==> src/rtl/dht11_uart_reporter.sv <==
`default_nettype none
// ============================================================================
//  Module      : dht11_uart_reporter
//  Description : Formats each DHT11 reading as the 13-byte ASCII line
//                "H=hhh T=ttt\r\n" and feeds it byte by byte to a UART
//                transmitter using its busy/done handshake.
//  Revision    : 1.0  initial release
// ============================================================================
module dht11_uart_reporter #(
    parameter logic [7:0] TAG_H   = 8'h48,
    parameter logic [7:0] TAG_T   = 8'h54,
    parameter logic [7:0] ERR_CHR = 8'h2D
) (
    input  logic       clk,
    input  logic       reset,
    input  logic       i_valid,
    input  logic [7:0] i_humidity,
    input  logic [7:0] i_temperature,
    input  logic       i_chk_ok,
    input  logic       tx_busy,
    input  logic       tx_done,
    output logic       tx_start,
    output logic [7:0] tx_data,
    output logic       o_busy,
    output logic       o_drop
);

    typedef enum logic [1:0] {
        S_IDLE = 2'd0,
        S_CONV = 2'd1,
        S_SEND = 2'd2,
        S_WAIT = 2'd3
    } state_t;

    localparam logic [3:0] c_LAST_IDX = 4'd12;
    localparam logic [2:0] c_LAST_DD  = 3'd7;

    state_t      r_state;
    // Each value is held as {hundreds, tens, units, binary} and shifted as one word.
    logic [19:0] r_hum_sr;
    logic [19:0] r_tmp_sr;
    logic        r_chk;
    logic [2:0]  r_cnt;
    logic [3:0]  r_idx;
    logic [7:0]  w_line_byte;

    // One double-dabble step: add 3 to every BCD nibble >= 5, then shift left.
    // The top bit of an 8-bit conversion is always zero, so rotating it into
    // the LSB is the same as a zero fill.
    function automatic logic [19:0] dd_step(input logic [19:0] sr);
        logic [19:0] adj;
        adj = sr;
        if (sr[19:16] >= 4'd5) adj[19:16] = sr[19:16] + 4'd3;
        if (sr[15:12] >= 4'd5) adj[15:12] = sr[15:12] + 4'd3;
        if (sr[11:8]  >= 4'd5) adj[11:8]  = sr[11:8]  + 4'd3;
        return {adj[18:0], adj[19]};
    endfunction

    // ASCII digit, or the error character when the checksum failed.
    function automatic logic [7:0] digit(input logic ok, input logic [3:0] nib);
        return ok ? {4'h3, nib} : ERR_CHR;
    endfunction

    // Select the line byte addressed by the current index.
    always_comb begin
        w_line_byte = 8'h00;
        case (r_idx)
            4'd0:    w_line_byte = TAG_H;
            4'd1:    w_line_byte = 8'h3D;
            4'd2:    w_line_byte = digit(r_chk, r_hum_sr[19:16]);
            4'd3:    w_line_byte = digit(r_chk, r_hum_sr[15:12]);
            4'd4:    w_line_byte = digit(r_chk, r_hum_sr[11:8]);
            4'd5:    w_line_byte = 8'h20;
            4'd6:    w_line_byte = TAG_T;
            4'd7:    w_line_byte = 8'h3D;
            4'd8:    w_line_byte = digit(r_chk, r_tmp_sr[19:16]);
            4'd9:    w_line_byte = digit(r_chk, r_tmp_sr[15:12]);
            4'd10:   w_line_byte = digit(r_chk, r_tmp_sr[11:8]);
            4'd11:   w_line_byte = 8'h0D;
            4'd12:   w_line_byte = 8'h0A;
            default: w_line_byte = 8'h00;
        endcase
    end

    // Capture, convert, then send the line one byte per tx handshake.
    always_ff @(posedge clk) begin
        if (reset) begin
            r_state  <= S_IDLE;
            r_hum_sr <= 20'd0;
            r_tmp_sr <= 20'd0;
            r_chk    <= 1'b0;
            r_cnt    <= 3'd0;
            r_idx    <= 4'd0;
            tx_start <= 1'b0;
            tx_data  <= 8'h00;
            o_busy   <= 1'b0;
            o_drop   <= 1'b0;
        end else begin
            tx_start <= 1'b0;
            // Any reading arriving outside IDLE, including the cycle WAIT
            // returns to IDLE, is discarded.
            o_drop   <= i_valid && (r_state != S_IDLE);
            case (r_state)
                S_IDLE: begin
                    if (i_valid) begin
                        r_hum_sr <= {12'd0, i_humidity};
                        r_tmp_sr <= {12'd0, i_temperature};
                        r_chk    <= i_chk_ok;
                        r_cnt    <= 3'd0;
                        o_busy   <= 1'b1;
                        r_state  <= S_CONV;
                    end
                end
                S_CONV: begin
                    r_hum_sr <= dd_step(r_hum_sr);
                    r_tmp_sr <= dd_step(r_tmp_sr);
                    r_cnt    <= r_cnt + 3'd1;
                    if (r_cnt == c_LAST_DD) begin
                        r_idx   <= 4'd0;
                        r_state <= S_SEND;
                    end
                end
                S_SEND: begin
                    if (!tx_busy) begin
                        tx_start <= 1'b1;
                        tx_data  <= w_line_byte;
                        r_state  <= S_WAIT;
                    end
                end
                S_WAIT: begin
                    if (tx_done) begin
                        if (r_idx == c_LAST_IDX) begin
                            o_busy  <= 1'b0;
                            r_state <= S_IDLE;
                        end else begin
                            r_idx   <= r_idx + 4'd1;
                            r_state <= S_SEND;
                        end
                    end
                end
                default: r_state <= S_IDLE;
            endcase
        end
    end

endmodule
`default_nettype wire

==> config.mk <==
export PLATFORM = sky130hd
export DESIGN_NAME = dht11_uart_reporter
export DESIGN_NICKNAME = d
export VERILOG_FILES = /design/src/rtl/dht11_uart_reporter.sv
export SDC_FILE = /design/constraint.sdc
export NUM_CORES = 1
export LEC_CHECK = 0
export ABC_AREA = 0
export CORE_UTILIZATION = 50
export CTS_CLUSTER_DIAMETER = 120
export DETAILED_ROUTE_END_ITERATION = 10
export MAX_ROUTING_LAYER = met4
export PLACE_DENSITY = 0.71
export SYNTH_ARGS = -nofsm -noshare
export SYNTH_HDL_FRONTEND = slang
export SYNTH_SLANG_ARGS = --single-unit
==> constraint.sdc <==
create_clock -name clk -period 2.3 [get_ports clk]
set_input_delay 0.46 -clock clk [delete_from_list [all_inputs] [get_ports clk]]
set_output_delay 0.46 -clock clk [all_outputs]
set_load 0.05 [all_outputs]
==> results.yml <==
finish:
  antenna_cells: 0
  final_cell_mix: "dfxtp_1, nor2_1, nand2_1"
  nFillCells: 614
  final_common_cell: "dfxtp_1"
  final_core_util_pct: 59.7
  area_growth_pct: 15.0
  drive_gt1_share_pct: 6.55
  nets: 479
  final_cells: 520
  final_area_sq_um: 3810
synth:
  synth.largest_area_cell: "dfxtp_1"
  synthCells: 419
  synth_compound_area_share_pct: 25.2
  synthAdderAreaFrac_pct: 6.80
  yosysUniqueCellTypes: 42
  yosysSeqAreaShare_pct: 36.2
  synth_area_leaders: "dfxtp_1, ha_1, nor2_1, nand2_1, a311oi_1"
  yosys.area_share.simple_pct: 20.1
  ys_ff_latch: 60
  synth_ff_type: "dfxtp_1"
  synth_edf_count: 0
  async_reset_ff_share_pct: 0
  syn_area_per_cell_sq_um: 7.91
  synth_area_sq_um: 3310
  synth_top_family_by_area: "compound AO/OA/AOI/OAI gates"
  synth_top_area_share_pct: 36.2
  ys_warn_count: 0
  synth_fp_nets: 459
  synth_mux_area_share_pct: 0.302
  synth_xor_area_share_pct: 3.70
sta:
  setup_viol: 0
  slew_viol_final: 0
  hold_viol: 0
  rsz0062_at_grt: "no"
  tightest_slew_ns: 0.657
  setup_tns_ns: 0
  fmax_ghz: 0.500
  maxSlewHeadroom_pct: 56.1
  setup_ws_ns: 0.298
  whs_ns: 0.453
  finalClockSkew_ns: 0.00557
  fin_crit_ns: 2.00
  period_share_pct: 87.0
setup_path:
  cpMostUsedCell: "a21oi_1"
  crit_path_max_incr_delay_ns: 0.39
  cpMaxStageDelayCell: "o211ai_1"
  worstSetupStartpointType: "flop"
  cp.depth: 7
  critical_path.endpoint_type: "flop"
  path_delay_family: "compound AO/OA/AOI/OAI gates"
  critical_path_class: "flop to flop"
  r2r_cells: 7
  critPathBufInv: 1
  critPathRequiredTime_ns: 2.53
  cp.arrival_ns: 2.24
  crit_fanout: 12
  crit_chain: "inv_1 -> ha_1 -> nor3_1 -> a21oi_1 -> o211ai_1 -> a21oi_1 -> a211o_1"
power_and_ir_drop:
  internal-power_mw: 1.66
  seqPwrFrac_pct: 49.6
  clockPowerShare_pct: 40.8
  p_per_area_nw_per_um2: 578
  p_sw_mw: 0.542
  max-vdd-ir-drop_uv: 355
  p_comb_share_pct: 9.6
  p_sw_share_pct: 24.6
  leakage_nw: 1.42
  p_total_mw: 2.20
global_routing:
  grt_start_max_net_pins: 42
  grt_pass1_vias: 2918
  globalRoute.totalOverflow: 0
  grtUsageTotal_pct: 24.4
  grt_pass1_wl_um: 13500
  antenna_found_initial: 0
clocking:
  cts.repair.resized: 0
  post_cts_buffers: 0
  cts_tree: "done"
  cts_hold_buf: 0
  root_buffer: "clkbuf_8"
  cts.path.max_buffers: 2
  cts.sink_count: 60
  clk_pin_slew_worst_paths_ns: 0.06
  h-tree-depth: 3
  cts-buffers-inserted: 9
  clock_latency_ns: 0.34
floorplan:
  coreArea_sq_um: 6390
  placementRows: 29
  fp.dieArea_sq_um: 6960
  fp.dieW_um: 83.4
  ios: 33
  start_util_pct: 51.9
  die_y_um: 83.4
min_path:
  min_path_cells: 1
  hold_class: "flop to flop"
placement:
  placed_area_sq_um: 3620
  port_buffers: 31
  dp.cells: 505
  place_congestion: 0.874
  pre_cts_ws_ns: 0.338
  hpwl_um: 5090
detailed_routing:
  vias: 3029
  drtIter0Drc: 265
  avgViaCountPerCell: 5.83
  first_pass_iters: 4
  drc: 0
  wire_per_inst_um: 14.7
  drt_wl_total_um: 7630
  drt.antenna.violating_nets: 0
outcome:
  status: "finished, final reports clean"
run:
  drv_cap: 0
-- state kept, by name, indices dropped and copies added (netlist names), 2 cells and up --
register and flops:
r_tmp_sr 20, r_state 2, r_hum_sr 20, r_idx 4, r_cnt 3, tx_data 7
-- worst paths after layout --
path | from | endpoint | slack, ns
min reg2reg | tx_data[1] | tx_data[1] | 0.45
max reg2reg | r_idx[0] | tx_data[3] | 0.30
max | r_idx[0] | tx_data[3] | 0.30
min | tx_data[1] | tx_data[1] | 0.45
-- layer usage --
| metal | global-route usage (%) | vias to the layer above | wire (um) |
|---|---|---|---|
| met3 | 5.27 | 20 | 330 |
| met5 | - | - | 0 |
| li1 | - | 1518 | - |
| met4 | 11.6 | 0 | 223 |
| met2 | 36.9 | 70 | 3540 |
| met1 | 31.2 | 1421 | 3540 |
-- worst reg2reg max path, stage by stage (launching register included) --
cell	delay, ns
dfxtp_1	0.37
inv_1	0.10
ha_1	0.37
nor3_1	0.23
a21oi_1	0.06
o211ai_1	0.39
a21oi_1	0.09
a211o_1	0.28
-- synthesized netlist by cell type, types with 2 or more instances --
cell type,instances
a211oi_1,5
a21o_1,8
a21oi_1,29
a221oi_1,2
a22oi_1,15
a311oi_1,17
a32oi_1,8
and2_1,3
buf_1,2
buf_2,13
buf_4,7
buf_6,3
clkbuf_1,5
dfxtp_1,60
ha_1,18
inv_1,16
inv_2,3
nand2_1,53
nand2b_1,10
nand3_1,10
nand4_1,2
nor2_1,55
nor3_1,12
nor3b_1,2
o211ai_1,9
o21ai_0,20
o31ai_1,5
xnor2_1,12
xor2_1,2
-- layout make-up --
class	instances	area (sq um)	area share [%]
Multi-Input combinational cell	310	1860	48.9
Inverter	19	71.3	1.87
Clock inverter	1	5.00	0.131
Sequential cell	60	1200	31.5
Tap cell	77	96.3	2.53
Timing Repair Buffer	39	390	10.2
Clock buffer	14	183	4.79
-- kinds of logic after synthesis --
logic type / after synthesis
AO/OA/AOI/OAI: 123
flip-flops: 60
adder cells (fa/ha/maj): 18
other: 1
buffers and inverters: 49
XOR/XNOR: 14
AND/OR/NAND/NOR: 153
multiplexers: 1
-- power groups by stage --
stage	Sequential, mW	Clock [mW]	Combinational (mW)
6_report	1.09	0.898	0.212
5_1_grt	1.10	0.958	0.236
4_1_cts	1.09	0.918	0.213
3_5_place_dp	1.12	0	0.212
3_3_place_gp	1.12	0	0.210
2_1_floorplan	1.12	0	0.140
Power figures use the tool's default switching activity.
